<file path="src/rtl/quadrature_generator.sv">
// quadrature_generator: steps a/b quadrature outputs toward a loaded target at a programmable edge rate
module quadrature_generator #(
  parameter int WIDTH     = 8,
  parameter int DIV_WIDTH = 16
) (
  input  logic                 clk,
  input  logic                 reset_n,
  input  logic [WIDTH-1:0]     target,
  input  logic                 load,
  input  logic [DIV_WIDTH-1:0] period,
  output logic                 a,
  output logic                 b,
  output logic [WIDTH-1:0]     position,
  output logic                 busy,
  output logic                 done
);
  typedef enum logic [1:0] {IDLE, EDGE1, EDGE2} state_t;
  state_t               state_q, state_d;
  logic [WIDTH-1:0]     tgt_q, pos_q, pos_d, diff, pos_step;
  logic [DIV_WIDTH-1:0] cnt_q, cnt_d, reload;
  logic                 a_q, a_d, b_q, b_d, dn_q, dn_d, done_q, done_d;
  assign reload   = (period == '0) ? '0 : period - DIV_WIDTH'(1);
  assign diff     = tgt_q - pos_q;
  assign pos_step = dn_q ? pos_q - WIDTH'(1) : pos_q + WIDTH'(1);
  // Up steps lead with a, down steps lead with b; position moves on the leading edge.
  always_comb begin
    state_d = state_q;
    cnt_d   = cnt_q;
    pos_d   = pos_q;
    a_d     = a_q;
    b_d     = b_q;
    dn_d    = dn_q;
    done_d  = 1'b0;
    case (state_q)
      IDLE: if (diff != '0) begin
        dn_d    = diff[WIDTH-1];
        cnt_d   = reload;
        state_d = EDGE1;
      end
      EDGE1: if (cnt_q != '0) cnt_d = cnt_q - DIV_WIDTH'(1);
      else begin
        a_d     = a_q ^ ~dn_q;
        b_d     = b_q ^ dn_q;
        pos_d   = pos_step;
        cnt_d   = reload;
        state_d = EDGE2;
      end
      EDGE2: if (cnt_q != '0) cnt_d = cnt_q - DIV_WIDTH'(1);
      else begin
        a_d = a_q ^ dn_q;
        b_d = b_q ^ ~dn_q;
        if (diff != '0) begin
          dn_d    = diff[WIDTH-1];
          cnt_d   = reload;
          state_d = EDGE1;
        end else begin
          state_d = IDLE;
          done_d  = 1'b1;
        end
      end
      default: state_d = IDLE;
    endcase
  end
  always_ff @(posedge clk) begin
    if (!reset_n) begin
      state_q <= IDLE;
      tgt_q   <= '0;
      pos_q   <= '0;
      cnt_q   <= '0;
      a_q     <= 1'b0;
      b_q     <= 1'b0;
      dn_q    <= 1'b0;
      done_q  <= 1'b0;
    end else begin
      state_q <= state_d;
      tgt_q   <= load ? target : tgt_q;
      pos_q   <= pos_d;
      cnt_q   <= cnt_d;
      a_q     <= a_d;
      b_q     <= b_d;
      dn_q    <= dn_d;
      done_q  <= done_d;
    end
  end
  assign a        = a_q;
  assign b        = b_q;
  assign position = pos_q;
  assign busy     = state_q != IDLE;
  assign done     = done_q;
endmodule

</file>
<file path="config.mk">
export PLATFORM = sky130hd
export DESIGN_NAME = quadrature_generator
export DESIGN_NICKNAME = d
export VERILOG_FILES = /design/src/rtl/quadrature_generator.sv
export SDC_FILE = /design/constraint.sdc
export NUM_CORES = 1
export LEC_CHECK = 0
export ABC_AREA = 1
export ABC_CLOCK_PERIOD_IN_PS = 2300
export CAP_MARGIN = 5
export CELL_PAD_IN_SITES_DETAIL_PLACEMENT = 1
export CELL_PAD_IN_SITES_GLOBAL_PLACEMENT = 2
export CORE_AREA = 2 2 112 114
export CTS_CLUSTER_SIZE = 14
export DETAILED_ROUTE_END_ITERATION = 10
export DIE_AREA = 0 0 114 116
export GPL_TIMING_DRIVEN = 0
export HOLD_SLACK_MARGIN = 0.05
export PLACE_DENSITY_LB_ADDON = 0.1
export SLEW_MARGIN = 20
export SYNTH_ARGS = -nofsm -noshare
export SYNTH_HDL_FRONTEND = slang
export SYNTH_SLANG_ARGS = --single-unit
export TNS_END_PERCENT = 10
</file>
<file path="constraint.sdc">
create_clock -name clk -period 2.3 [get_ports clk]
set_input_delay 0.345 -clock clk [delete_from_list [all_inputs] [get_ports clk]]
set_output_delay 0.345 -clock clk [all_outputs]
set_load 0.005 [all_outputs]
</file>
==> summary.md <==
| Metric | Value |
|---|---|
| Status | finished clean |
| Slew HR | 56.3% |
| Clock Latency Late Sink | 0.30 ns |
| Worst endpoint required time | 2.53 ns |
| Crit-path max FO | 6 |
| H-tree Lvls | 2 |
| EDFF count, synth | 0 |
| Fillers | around 1.6k |
| TNS Setup | 0 ns |
| MaxCap Viol Count | 0 |
| Vias/cell | between 5 and 6 |
| # setup viols final | 0 |
| Kind of critical path | reg -> reg |
| Via count of the first global-routing pass | roughly 4.1k |
| Sink Count | 38 |
| CP Launch Point | position[5] |
| Post-synth top area cell | dfxtp_1 |
| Capture point of the worst reg-to-reg path | cnt_q[10] |
| R2R cell count | 17 |
| First-pass GRT wire length | 21100 um |
| Final Hold Fails | 0 |
| Iter 0 DRT Violations | 191 |
| Worst Hold Class | reg -> reg |
| Top post-synthesis cells by count | nand2_1 (119), inv_1 (85), nand3_1 (61) |
| Gr usage total | between 20% and 30% |
| Post-route setup slack | around 0.057 ns |
| Max Root-Sink Buffers | 2 |
| Synth cell types | 40 |
| Worst-path clk slew | ~0.060 ns |
| CTS root buffer | clkbuf_16 |
| Static Leak | between 0.002 and 0.0025 uW |
| Core Footprint | approximately 12000 um2 |
| Row cnt | 40 |
| Arrival @ worst endpoint | ~2.5 ns |
| Most common cell in the netlist | nand2_1 |
| Crit path to | cnt_q[10] |
| DIE WIDTH | about 110 um |
| Post-Layout Cell Count | 799 |
| Die footprint | 13200 um2 |
| Post-route minimum period | 2.24 ns |
| Worst hold margin | 0.459 ns |
| Placed cell count | 780 |
| Flops & latches, synth | 38 |
| CP Capture Type | flip-flop |
| Post-Syn Area | ~3700 um2 |
| Async S/R FF share, synth | 0% |
| RePlAce Congestion | between 0.7 and 0.8 |
| VDD IR-drop max | approximately 0.37 mV |
| Largest net degree at the start of global routing | 14 |
| RSZ-0062 raised after global routing | yes |
| Ratio of cells with drive above 1 in the final layout | about 17% |
| Max Used Layer | met4 |
| Remaining antenna violation count | 0 |
| Place WS | -0.198 ns |
| Register area share after synthesis | between 20% and 30% |
| Drt drc | 0 |
| Maximum clock rate | ~450 MHz |
| Total wire length | ~13000 um |
| ANT cells | 0 |
| Routed vias | between 4k and 5k |
| Syn Inst Count | between 500 and 600 |
| Top FF cell, synth | dfxtp_1 |
| Total CTS buffers | 5 |
| Post-synth net total | between 600 and 700 |
| Top cell type's share of synthesized area | 20.8% |
| Tcrit/Tclk final | between 90% and 100% |
| Met1 WL | ~6700 um |
| Met2 wire length | between 5000 and 6000 um |
| Routed met3 length | 383 um |
| Area Overhead vs Synth | 29.3% |
| Startpoint Class | flip-flop |
| FF-to-FF Start | position[5] |
| CTS tree | yes |
| Io pins | 39 |
| Nets | 700 |
| Gr ovfl total | 0 |
| Dominant cells by area after synthesis | dfxtp_1 (21%), nand2_1 (12%), inv_1 (8.7%) |
| Util after Layout | between 30% and 40% |
| Die Y | 116 um |
| Pwr/cell area | around 780 nW/um2 |
| Drt first pass iters | 4 |
| DR WL/cell | between 15 and 20 um |
| Hold buffers post-CTS | 0 |
| Post-Syn Area per Cell | roughly 6 um2 |
| Initial antenna violation count | 0 |
| Placed wire-length estimate | 9970 um |
| Slew Limit Fails | 0 |
| Port Buf Inserts | 38 |
| YS warnings | 0 |
| Starting Density | about 31% |
| R2R Setup Slk | roughly 0.057 ns |
| Worst-margin pin slew | 0.649 ns |
| Setup Skew | ~0.009 ns |
-- what timing repair did --
item	4_1_cts	5_1_grt
buffers inserted	1	10
endpoints found under the hold margin	0	0
setup endpoints to repair	20	23
pin swaps	1	22
gates resized for setup	13	49
-- power breakdown --
part | switching, uW | total [uW] | internal [uW]
sequential | 131 | 884 | 753
combinational | 1140 | 1840 | 692
clock | 320 | 944 | 624
-- sequential cells by signal (all words and copies together) (netlist names) --
signal,cells
dn_q,1
done,1
cnt_q,16
tgt_q,8
a,1
b,1
position,8
state_q,2
-- how the worst min path moves through the flow --
stage / startpoint / end / slack (ns) / cells past startpoint
final: a / a / 0.46 / 1
after global routing: a / a / 0.49 / 1
after floorplan: tgt_q[0] / tgt_q[0] / 0.44 / 2
after CTS: b / b / 0.46 / 1
after detailed placement: b / b / 0.45 / 1
after global placement: a / a / 0.44 / 1
-- layer usage --
metal,vias up,track usage [%]
li1,2041,-
met1,1918,28.8
met2,38,32.4
met3,9,3.82
met4,0,4.80
met5,-,0
-- cell families after synthesis --
family	share of synthesized area [%]
adders and majority gates	7.74
and+or+nand+nor	35.6
xor gates and xnor gates	5.03
buffers and inverters	12.0
DFF	20.8
AOI/OAI and AO/OA	18.8
-- critical path, stage by stage (launching register included) --
cell and delay [ns]:
dfxtp_4 0.38, inv_1 0.08, ha_4 0.26, nand2_1 0.09, inv_1 0.05, a21oi_2 0.15
nand2_1 0.08, nand2_1 0.08, nand2_2 0.08, nor2_4 0.14, nand2_4 0.11, buf_12 0.16
buf_6 0.11, nand2_4 0.05, nand3_2 0.06, nand2_1 0.10, nand2_1 0.07, a21oi_2 0.12
-- metrics by stage --
step / area, um2 / power (uW)
after global routing: 4720 / 3960
after floorplan: 3650 / 2080
final: 4720 / 3670
after CTS: 4500 / 3580
after detailed placement: 4220 / 2570
after global placement: 4220 / 2530
-- cell usage in the layout, fill, tap and decap left out, drive strengths merged, types with 3 or more instances in the layout --
cell,synthesis,final
clkinv,5,5
nand3,64,64
ha,21,21
nand2,128,128
or2,3,3
o211ai,6,6
xor2,17,17
xnor2,4,4
clkdlybuf4s50,0,38
nand4,6,6
inv,91,91
buf,9,20
nor2,71,71
o21ai,58,58
dfxtp,38,38
nand3b,5,5
a21oi,50,50
clkbuf,7,12
-- final cells by class --
class	count	area [um2]	area share, %
multi-input cells	445	2610	55.3
inverters	96	369	7.81
repair buffers	49	487	10.3
well taps	147	184	3.89
flip-flops and latches	38	781	16.5
clock buffers	5	125	2.65
clock inverters	3	68.8	1.46
plain buffers	16	98.8	2.09
Note: power is estimated with default switching activity, not from simulation.
